--- config.mk ---
export PLATFORM = sky130hd
export DESIGN_NAME = pipeline_reverse_register
export DESIGN_NICKNAME = d
export VERILOG_FILES = /design/src/rtl/pipeline_pkg.sv /design/src/rtl/register_clear_n.sv /design/src/rtl/pipeline_reverse_register.sv
export SDC_FILE = /design/constraint.sdc
export NUM_CORES = 1
export LEC_CHECK = 0
export ABC_CLOCK_PERIOD_IN_PS = 1430
export CAP_MARGIN = 15
export CORE_AREA = 5 5 42 44
export CTS_BUF_LIST = sky130_fd_sc_hd__clkbuf_4 sky130_fd_sc_hd__clkbuf_8
export DETAILED_ROUTE_END_ITERATION = 8
export DIE_AREA = 0 0 47 49
export DONT_BUFFER_PORTS = 1
export HOLD_SLACK_MARGIN = 0.08
export PLACE_DENSITY_LB_ADDON = 0.12
export SYNTH_ARGS = -nofsm -noshare
export SYNTH_HDL_FRONTEND = slang
export SYNTH_SLANG_ARGS = --single-unit
--- constraint.sdc ---
create_clock -name clock -period 1.43 [get_ports clock]
set_input_delay 0.286 -clock clock [delete_from_list [all_inputs] [get_ports clock]]
set_output_delay 0.286 -clock clock [all_outputs]
set_load 0.03 [all_outputs]
--- src/rtl/pipeline_pkg.sv ---
// Shared types for the ready/valid pipeline stages: the stage state encoding
// and the default stall-counter width.
package pipeline_pkg;

    typedef enum logic [1:0] {
        INIT  = 2'd0,
        EMPTY = 2'd1,
        FULL  = 2'd2
    } state_t;

    localparam int COUNT_WIDTH_DEFAULT = 16;

endpackage

--- src/rtl/register_clear_n.sv ---
// Enable register with asynchronous active-low clear to a parameterised value.
module register_clear_n #(
    parameter int                    WORD_WIDTH  = 1,
    parameter logic [WORD_WIDTH-1:0] RESET_VALUE = '0
) (
    input  logic                  clock,
    input  logic                  clear_n,
    input  logic                  enable,
    input  logic [WORD_WIDTH-1:0] next_value,
    output logic [WORD_WIDTH-1:0] value
);

    always_ff @(posedge clock or negedge clear_n) begin
        if (!clear_n) begin
            value <= RESET_VALUE;
        end else if (enable) begin
            value <= next_value;
        end
    end

endmodule

--- src/rtl/pipeline_reverse_register.sv ---
// Single-entry stage that registers the ready path and passes valid/data through
// while empty. Optional saturating stall counter under PIPELINE_REVERSE_REGISTER_STALL_COUNT_EN.
//
// state | meaning
// INIT  | one-cycle wake-up after clear_n release, nothing accepted or offered
// EMPTY | pass-through, input_ready high
// FULL  | buffer holds one word, input side blocked
module pipeline_reverse_register
    import pipeline_pkg::*;
#(
    parameter int WORD_WIDTH = 0,
`ifdef PIPELINE_REVERSE_REGISTER_STALL_COUNT_EN
    parameter int COUNT_WIDTH = COUNT_WIDTH_DEFAULT,
`endif
    // WORD_WIDTH must be set >= 1; the clamp only keeps an unset default elaborable.
    localparam int DW = (WORD_WIDTH > 0) ? WORD_WIDTH : 1
) (
    input  logic          clock,
    input  logic          clear_n,
    input  logic          input_valid,
    output logic          input_ready,
    input  logic [DW-1:0] input_data,
    output logic          output_valid,
    input  logic          output_ready,
    output logic [DW-1:0] output_data
`ifdef PIPELINE_REVERSE_REGISTER_STALL_COUNT_EN
    ,
    output logic [COUNT_WIDTH-1:0] stall_count
`endif
);

    state_t        state;
    state_t        state_next;
    logic          ready_q;
    logic          buffer_load;
    logic [DW-1:0] buffer;

    always_ff @(posedge clock or negedge clear_n) begin
        if (!clear_n) begin
            state   <= INIT;
            ready_q <= 1'b0;
        end else begin
            state   <= state_next;
            ready_q <= (state_next == EMPTY);
        end
    end

    always_comb begin
        state_next = state;
        case (state)
            INIT:    state_next = EMPTY;
            EMPTY:   if (input_valid && !output_ready) state_next = FULL;
            FULL:    if (output_ready) state_next = EMPTY;
            default: state_next = INIT;
        endcase
    end

    always_comb begin
        output_valid = 1'b0;
        output_data  = buffer;
        case (state)
            EMPTY: begin
                output_valid = input_valid;
                output_data  = input_data;
            end
            FULL: begin
                output_valid = 1'b1;
                output_data  = buffer;
            end
            default: begin
                output_valid = 1'b0;
                output_data  = buffer;
            end
        endcase
    end

    // input_ready is the flop itself, so output_ready never reaches it combinationally.
    assign input_ready = ready_q;

    assign buffer_load = (state == EMPTY) && input_valid && !output_ready;

    register_clear_n #(
        .WORD_WIDTH  (DW),
        .RESET_VALUE ('0)
    ) u_buffer (
        .clock      (clock),
        .clear_n    (clear_n),
        .enable     (buffer_load),
        .next_value (input_data),
        .value      (buffer)
    );

`ifdef PIPELINE_REVERSE_REGISTER_STALL_COUNT_EN
    logic stall_inc;

    assign stall_inc = (state == FULL) && !output_ready && (stall_count != '1);

    register_clear_n #(
        .WORD_WIDTH  (COUNT_WIDTH),
        .RESET_VALUE ('0)
    ) u_stall_count (
        .clock      (clock),
        .clear_n    (clear_n),
        .enable     (stall_inc),
        .next_value (stall_count + COUNT_WIDTH'(1)),
        .value      (stall_count)
    );
`endif

endmodule

==> summary.md, run 1 <==
| Metric | Value |
|---|---|
| Status | finished, violations left |
| Failing checks | negative setup slack |
| Area growth syn-to-layout | 50.5% |
| Routed WL | 625 microns |
| Vias/cell | 4.40 |
| Element type at the critical path end | output port |
| Flop2flop setup slack | 0.04 ns |
| Io pins | 8 |
| Setup crit start kind | flop |
| Die Y | 49 microns |
| Crit path time final | 1.56 ns |
| Syn_nets | 35 |
| Skew final | 0.00199 ns |
| Number of buffers created by CTS | 3 |
| PwrDens | 2390 mW/mm^2 |
| Met3 wire length | 55 microns |
| Post-DRT Antenna Nets | 0 |
| Post-Syn Area | 275 sq um |
| GP Congestion | 0.678 |
| Row Count | 14 |
| Clock sink total | 4 |
| Commonest non-fill, non-tap cells in the layout | dfrtp_1, clkbuf_4, buf_6, buf_4 |
| CP required | 1.14 ns |
| Filler instances | 161 |
| Clk pin slew, worst setup/hold paths | 0.04 ns |
| Period utilization | 1.09 |
| R2r startpoint | state[0] |
| Crit Path Max Fanout | 3 |
| Synth area leaders | dfrtp_1, ha_1, mux2_2 |
| Top Metal Used | met4 |
| Max Clock Freq | 0.640 GHz |
| Critical Path AT | 1.28 ns |
| Max-slew violations | 0 |
| Initial Utilization | 0.196 |
| Most common cell after layout, fill and taps aside | dfrtp_1 |
| Final hold violations | 0 |
| Max-cap viol count | 0 |
| Core area | 0.00140 sq mm |
| Initial antenna violation count | 0 |
| CTS tree | built |
| Setup Crit Path Kind | flop to output port |
| Largest net degree at the start of global routing | 6 |
| Worst Reg2Reg Path Length in Cells | 6 |
| Fin area | 414 sq um |
| Setup WS post-layout | -0.133 ns |
| Final nets | 47 |
| Synthesized flop and latch total | 4 |
| N_diodes | 0 |
| Die Wd | 47 microns |
| CTS root buf | clkbuf_4 |
| Longest Clk Path Bufs | 2 |
| DR pass1 iterations | 4 |
| # port buffers | 0 |
| Die ar. | 0.00230 sq mm |
| Worst Tran Pin Value | 0.274 ns |
| Yosys warns | 0 |
| Worst hold path class | primary input to flop |
| Worst-skew pair later-pin latency | 0.23 ns |
| Setup crit end | output_data |
| Total grt overflow | 0 |
| RSZ-0062 raised after global routing | true |
| Peak supply drop | 658 uV |
| Final hold slack | 0.202 ns |
| M1 wire length | 256 microns |
| # DRC | 0 |
| Vias in the first global route | 263 |
| Avg Cell Area, Syn | 10.6 sq um |
| Tot GR Track Use | 0.0655 |
| Worst r2r dst | input_ready |
| Critical Path Start | state[0] |
| Avg WL per Cell | 12.0 microns |
| Met2 wire length | 292 microns |
| Share of layout cells above drive strength 1 | 0.528 |
| Seq/Total Area, Yosys | 0.364 |
| Max H-tree Level | 1 |
| First-pass GRT wire length | 1010 microns |
| Final setup fails | 2 |
| Slew headroom | 0.818 |
| Vias | 229 |
| Yosys top cell area share | 0.364 |
| Cell type with the highest aggregate area in the netlist | dfrtp_1 |
| DRT iter0 DRCs | 5 |
| Pleak | 0.000180 uW |
| Mapped Cells | 26 |
| Placed Area | 320 sq um |
| Cell variety after synth | 15 |
## logic make-up (layout without fill, tap and decap cells)
kind of cell | Yosys count | after routing | share of synthesized area
fa+ha+maj | 4 | 4 | 0.182
mux | 2 | 2 | 0.0818
buf+inv | 2 | 12 | 0.0273
simple gates | 9 | 9 | 0.218
flops | 4 | 4 | 0.364
compound gates | 5 | 5 | 0.127
## layer usage
metal	up-vias	track usage
li1	113	-
met1	102	0.0683
met2	12	0.0860
met3	2	0.0221
met4	0	0.0829
met5	-	0
## stage by stage
stage	cells	util	TNS (ns)	power (uW)	setup WS (ns)
finish	52	0.296	-0.232	992	-0.133
global route	52	0.296	-0.327	1060	-0.160
CTS	51	0.282	-0.273	947	-0.152
detailed placement	45	0.229	-0.0269	666	-0.0179
global placement	45	0.229	-0.0338	659	-0.0338
floorplan	26	-	0	552	0.0382
## report_power, final
group          total (uW)  internal (uW)  switching (uW)
clock network         143           94.1            49.0
registers             236            170            66.3
logic                 613            327             286
## worst min path at each step
stage	slack, ns	end	start	depth (start not counted)
after global routing	0.19	u_buffer.value	input_data	1
final	0.20	u_buffer.value	input_data	1
after global placement	-0.009	input_ready	clear_n	0
after floorplan	-0.01	input_ready	clear_n	0
after detailed placement	-0.009	input_ready	clear_n	0
after CTS	0.19	u_buffer.value	input_data	1
## cell type report
class	instances	area (sq um)	area share
Tap cell	16	20.0	0.0483
Multi-Input combinational cell	20	198	0.477
Timing Repair Buffer	7	66.3	0.160
Clock buffer	3	22.5	0.0544
Sequential cell	4	100	0.242
Inverter	2	7.51	0.0181
## flip-flops by register name (all words and copies together), names as in the netlist
| name | count |
|---|---|
| state | 2 |
| u_buffer.value | 1 |
| input_ready | 1 |
## timing repair
item,in CTS,in global routing
hold endpoints to repair,4,0
gates resized for setup,7,3
buffers inserted,2,1
pin swaps,1,1
hold buffers,1,0
setup endpoints to repair,3,3
## synthesized netlist by cell type
library cell  instances
nand2_1               1
inv_1                 2
ha_1                  4
nand2b_4              1
o21ai_1               1
dfrtp_1               4
mux2_2                2
a211oi_2              1
nor2b_1               2
a21oi_1               2
nor2_1                2
nor3_1                1
a211oi_1              1
and4b_1               1
nand3b_1              1
## critical path: stages (launching register included)
cell     delay [ns]
dfrtp_1        0.39
buf_6          0.13
ha_4           0.17
mux2_4         0.35
Power figures use the tool's default switching activity.
==> run 2: changes to the inputs <==
- CAP_MARGIN: 15 -> default
- CTS_BUF_LIST: sky130_fd_sc_hd__clkbuf_4 sky130_fd_sc_hd__clkbuf_8 -> default
- PLACE_DENSITY_LB_ADDON: 0.12 -> default
==> run 2 against run 1 <==
The flow still finishes with violations (negative setup slack). Critical path depth unchanged. Die area unchanged. Highest routed layer is now met3. Worst hold slack better by 0.0030 ns. Sequential power down 2%. Via count up 1.7%. Sequential cell count unchanged.
==> summary.md, run 2 (synthesized netlist as in run 1, its figures left out) <==
| Metric | Value |
|---|---|
| Worst hold path class | primary input to flop (unchanged) |
| Row Count | 14 (unchanged) |
| Critical Path AT | 1.28 ns (about the same) |
| Die Y | 49 microns (unchanged) |
| Number of buffers created by CTS | 3 (unchanged) |
| Most flop-heavy register | state (unchanged) |
| Final hold violations | 0 (unchanged) |
| First-pass GRT wire length | 1050 microns (was 1010 microns) |
| RSZ-0062 raised after global routing | true (unchanged) |
| Slew headroom | 0.788 (was 0.818) |
| Max-slew violations | 0 (unchanged) |
| Fin area | 398 sq um (was 414 sq um) |
| Core Util, Final | 0.284 (was 0.296) |
| Slowest-stage cell, CP | dfrtp_1 (unchanged) |
| DRT iter0 DRCs | 2 (was 5) |
| Vias | 233 (was 229) |
| Biggest cell delay along the critical path | 0.39 ns (about the same) |
| Most common cell after layout, fill and taps aside | dfrtp_1 (unchanged) |
| Share of layout cells above drive strength 1 | 0.486 (was 0.528) |
| Total grt overflow | 0 (unchanged) |
| Post-DRT Antenna Nets | 0 (unchanged) |
| Pleak | 0.000173 uW (was 0.000180 uW) |
| CTS root buf | clkbuf_4 (unchanged) |
| Dpl hpwl | 430 microns |
| Element type at the critical path end | output port (unchanged) |
| Failing checks | negative setup slack (unchanged) |
| # port buffers | 0 (unchanged) |
| Commonest non-fill, non-tap cells in the layout | dfrtp_1, clkbuf_4, buf_4 (was dfrtp_1, clkbuf_4, buf_6, buf_4) |
| Period utilization | 1.09 (about the same) |
| Die Wd | 47 microns (unchanged) |
| Beginning of the worst hold path | input_data (unchanged) |
| N_diodes | 0 (unchanged) |
| GP Congestion | 0.730 (was 0.678) |
| Die ar. | 0.00230 sq mm (unchanged) |
| Inst Count DP | 45 (unchanged) |
| Worst Tran Pin Value | 0.316 ns (was 0.274 ns) |
| Status | finished, violations left (unchanged) |
| DR pass1 iterations | 2 (was 4) |
| Clock sink total | 4 (unchanged) |
| Io pins | 8 (unchanged) |
| Skew final | 0.000561 ns (was 0.00199 ns) |
| PwrDens | 2350 mW/mm^2 (was 2390 mW/mm^2) |
| Post-Layout Cell Count | 51 (was 52) |
| Initial antenna violation count | 0 (unchanged) |
| Fin Setup TNS | -0.310 ns (was -0.232 ns) |
| Avg WL per Cell | 11.5 microns (was 12.0 microns) |
| Max H-tree Level | 1 (unchanged) |
| Crit path time final | 1.57 ns (was 1.56 ns) |
| Placed Area | 320 sq um (unchanged) |
| Largest register FFs | 2 (unchanged) |
| Final setup fails | 3 (was 2) |
| CTS tree | built (unchanged) |
| Max Clock Freq | 0.639 GHz (was 0.640 GHz) |
| Peak supply drop | 612 uV (was 658 uV) |
| Setup crit start kind | flop (unchanged) |
| Setup Crit Path Kind | flop to output port (unchanged) |
| CP Cell Sequence | buf_6, ha_4, mux2_4 (unchanged) |
| Worst-skew pair later-pin latency | 0.23 ns (about the same) |
| Core area | 0.00140 sq mm (unchanged) |
| CP required | 1.14 ns (about the same) |
| Vias in the first global route | 260 (was 263) |
| Initial Utilization | 0.196 (unchanged) |
| Largest net degree at the start of global routing | 6 (unchanged) |
| Crit Path Max Fanout | 5 (was 3) |
| Max-cap viol count | 0 (unchanged) |
| Final nets | 46 (was 47) |
| R2r startpoint | state[0] (unchanged) |
| # DRC | 0 (unchanged) |
| Vias/cell | 4.57 (was 4.40) |
| Critical Path Start | state[0] (unchanged) |
| Setup WS post-layout | -0.136 ns (was -0.133 ns) |
| Area growth syn-to-layout | 44.5% (was 50.5%) |
| Tot GR Track Use | 0.0683 (was 0.0655) |
| Final hold slack | 0.204 ns (was 0.202 ns) |
| Longest Clk Path Bufs | 2 (unchanged) |
| Routed WL | 584 microns (was 625 microns) |
| Clk pin slew, worst setup/hold paths | 0.03 ns (was 0.04 ns) |
==> run 2: cell count changes in the layout (fill, tap and decap cells not counted) <==
cell,delta
a211oi_2,-1
buf_6,-1
a211oi_1,+1
==> run 2: critical path: cells and delay by family, from the launching register on <==
kind | cells | cell delay [ns]
adder cells (fa/ha/maj) | 1 | 0.17
buffers and inverters | 1 | 0.13
flip-flops | 1 | 0.39
multiplexers | 1 | 0.35
==> run 2: what timing repair did <==
action / CTS / global route
hold buffers: 1 / 0
setup endpoints to repair: 3 / 3
gates resized for setup: 8 / 0
pin swaps: 1 / 0
endpoints found under the hold margin: 4 / 0
setup buffers: 2 / 0
==> run 2: power breakdown <==
group / leakage, uW / internal, uW / total [uW] / switching, uW
logic: 0.000110 / 290 / 566 / 276
registers: 0.0000494 / 170 / 231 / 61.2
clock network: 0.0000138 / 93.6 / 137 / 43.2
==> run 2: final timing paths <==
kind	endpoint	slack [ns]	depth (start not counted)
max	output_data	-0.14	3
min	u_buffer.value	0.20	1
max reg2reg	input_ready	-0.06	6
min reg2reg	u_buffer.value	0.50	1
max in group asynchronous	state[0]	0.94	1
min in group asynchronous	input_ready	0.33	1
==> run 2: layout make-up <==
| class | count | area, sq um |
|---|---|---|
| timing repair buffer | 6 | 55.1 |
| inverter | 2 | 7.51 |
| clock buffer | 3 | 22.5 |
| multi-input combinational | 20 | 193 |
| sequential | 4 | 100 |
| tap | 16 | 20.0 |
| fill | 153 | 1000 |
==> run 2: routing by layer <==
layer	routed length (microns)	part of all wire	global-route usage	vias up
met3	72	0.12	0.0627	0
li1	-	-	-	110
met1	197	0.34	0.0615	112
met2	315	0.54	0.104	11
met5	0	0	0	-
met4	0	0	0.0276	0
==> run 2: per-stage QoR <==
step	worst slack (ns)	power [uW]
final	-0.136	934
after global routing	-0.183	1020
after CTS	-0.135	937
after detailed placement	-0.0124	662
after global placement	0.00356	654
after floorplan	0.0382	552
==> run 3: changes to the inputs <==
- ABC_CLOCK_PERIOD_IN_PS: 1430 -> 2000
- clock period: 1.43 -> 2 ns (I/O delays scaled with it)
==> run 3 against run 2 <==
The run now ends clean. Design area fell by 16%. Sequential share of layout area increased by 4.7 points. Worst setup slack better by 0.30 ns. Sequential power decreased by 24%. Sequential cell count stayed put. Power decreased by 42%. Global-route usage down 0.92 points. Via count is 15% lower. Die area unchanged. First-iteration DRC count is 50% higher. Wire length shrank 6.3%. Critical path depth did not move. Critical path type unchanged. Largest cell class unchanged.
==> summary.md, run 3 (synthesized netlist as in run 1, its figures left out) <==
| Metric | Value |
|---|---|
| Status | finished, final reports clean (was finished, violations left) |
| Vias | 199 (was 233) |
| Post-DRT Antenna Nets | 0 (unchanged) |
| Number of buffers created by CTS | 3 (unchanged) |
| PwrDens | 1630 mW/mm^2 (was 2350 mW/mm^2) |
| Max-cap viol count | 0 (unchanged) |
| Routed WL | 547 microns (was 584 microns) |
| GP Congestion | 0.653 (was 0.730) |
| Peak supply drop | 306 uV (was 612 uV) |
| Sw Share | 0.436 (was 0.407) |
| Area growth syn-to-layout | 21.8% (was 44.5%) |
| Area of the multi-input gates | 168 sq um (was 193 sq um) |
| Final setup fails | 0 (was 3) |
| Total grt overflow | 0 (unchanged) |
| Vias in the first global route | 224 (was 260) |
| CTS resizes | 0 (was 8) |
| Period utilization | 0.920 |
| Final hold violations | 0 (unchanged) |
| Met1 Usage GRT | 0.0549 (was 0.0615) |
| Core area | 0.00140 sq mm (unchanged) |
| Max-slew violations | 0 (unchanged) |
| Die ar. | 0.00230 sq mm (unchanged) |
| Initial antenna violation count | 0 (unchanged) |
| P_sw | 238 uW (was 380 uW) |
| DRT iter0 DRCs | 3 (was 2) |
| Final hold slack | 0.315 ns (was 0.204 ns) |
| Element type at the critical path end | output port (unchanged) |
| WHS Path Cells | 1 (unchanged) |
| First-pass GRT wire length | 890 microns (was 1050 microns) |
| Worst Tran Pin Value | 0.281 ns (was 0.316 ns) |
| Critical Path AT | 1.44 ns (was 1.28 ns) |
| Flop2flop setup slack | 0.51 ns (was -0.06 ns) |
| # DRC | 0 (unchanged) |
| CTS tree | built (unchanged) |
| Pleak | 0.000147 uW (was 0.000173 uW) |
| DR pass1 iterations | 4 (was 2) |
| Avg WL per Cell | 11.6 microns (was 11.5 microns) |
| Clk pin slew, worst setup/hold paths | 0.04 ns (was 0.03 ns) |
| Worst-skew pair later-pin latency | 0.24 ns (was 0.23 ns) |
| Reg area | 100 sq um (unchanged) |
| Filler instances | 162 (was 153) |
| Die Wd | 47 microns (unchanged) |
| Die Y | 49 microns (unchanged) |
| Vias/cell | 4.23 (was 4.57) |
| Worst hold path class | primary input to flop (unchanged) |
| Busiest grt layer | met2 (unchanged) |
| # port buffers | 0 (unchanged) |
| Slew headroom | 0.811 (was 0.788) |
| Crit path time final | 1.84 ns |
| Crit Path Max Fanout | 5 (unchanged) |
| Worst r2r dst | input_ready (unchanged) |
| Inst Count DP | 43 (was 45) |
| Clock power frac | 0.192 (was 0.147) |
| Largest register FFs | 2 (unchanged) |
| Row Count | 14 (unchanged) |
| Post-Layout Cell Count | 47 (was 51) |
| Design Power | 546 uW (was 934 uW) |
| Skew final | 0.00789 ns (was 0.000561 ns) |
| Internal | 308 uW (was 554 uW) |
| Longest Clk Path Bufs | 2 (unchanged) |
| CP required | 1.60 ns (was 1.14 ns) |
| Register share of total power | 0.323 (was 0.248) |
| Tot GR Track Use | 0.0592 (was 0.0683) |
| Final nets | 42 (was 46) |
| Core Util, Final | 0.239 (was 0.284) |
| Io pins | 8 (unchanged) |
| Worst Reg2Reg Path Length in Cells | 5 (was 6) |
| Commonest non-fill, non-tap cells in the layout | ha_1, dfrtp_1, clkbuf_4 (was dfrtp_1, clkbuf_4, buf_4) |
| Initial Utilization | 0.196 (unchanged) |
| Beginning of the worst hold path | input_data (unchanged) |
| Met3 Usage GRT | 0.0221 (was 0.0627) |
| R2r startpoint | state[0] (unchanged) |
| Clock sink total | 4 (unchanged) |
| Largest net degree at the start of global routing | 6 (unchanged) |
| Gate power share | 0.486 (was 0.606) |
| Hold Path End | u_buffer.value (unchanged) |
| Max Clock Freq | 0.544 GHz |
| Fin Setup TNS | 0 ns (was -0.310 ns) |
| Share of layout cells above drive strength 1 | 0.258 (was 0.486) |
| Setup crit start kind | flop (unchanged) |
| N_diodes | 0 (unchanged) |
| Max H-tree Level | 1 (unchanged) |
| Most flop-heavy register | state (unchanged) |
| RSZ-0062 raised after global routing | false (was true) |
| M2 GR Usage | 0.0860 (was 0.104) |
| CTS root buf | clkbuf_4 (unchanged) |
| Setup Crit Path Kind | flop to output port (unchanged) |
[run 3: cell types whose count changed in the layout (fill, tap and decap cells not counted), sizes merged]
| cell | change |
|---|---|
| buf | -4 |
[run 3: how the worst max path moves through the flow]
stage | startpoint | endpoint | slack [ns] | cells after the start
2_1_floorplan | state[1] | output_valid | 0.40 | 4
3_3_place_gp | state[1] | output_data | 0.42 | 3
3_5_place_dp | state[1] | output_data | 0.41 | 3
4_1_cts | state[1] | output_data | 0.15 | 3
5_1_grt | state[1] | output_data | 0.07 | 3
6_report | state[1] | output_data | 0.16 | 3
[run 3: cell type report]
class,count,share of cell area
Clock buffer,3,0.0672
Tap cell,16,0.0597
Sequential cell,4,0.299
Inverter,2,0.0224
Multi-Input combinational cell,20,0.500
Timing Repair Buffer,2,0.0522
[run 3: stage by stage]
stage	area, sq um	setup WS (ns)
2_1_floorplan	275	0.398
3_3_place_gp	303	0.422
5_1_grt	335	0.0716
4_1_cts	335	0.148
3_5_place_dp	303	0.415
6_report	335	0.160
[run 3: power groups by stage]
stage	registers (uW)	logic, uW	clock network, uW
finish	176	265	105
global route	182	296	115
CTS	176	271	110
detailed placement	177	266	0
global placement	177	259	0
floorplan	169	220	0
[run 3: critical path: stages, from the launching register on]
cell     delay (ns)
dfrtp_1        0.42
inv_1          0.10
ha_1           0.24
mux2_2         0.44
[run 3: repair_timing]
item	4_1_cts	5_1_grt
hold endpoints to repair	4	0
buffers inserted	0	0
hold buffers	1	0
[run 3: routing by layer]
layer	vias up	share of wire
li1	101	-
met1	88	0.40
met2	8	0.49
met3	2	0.068
met4	0	0.035
met5	-	0
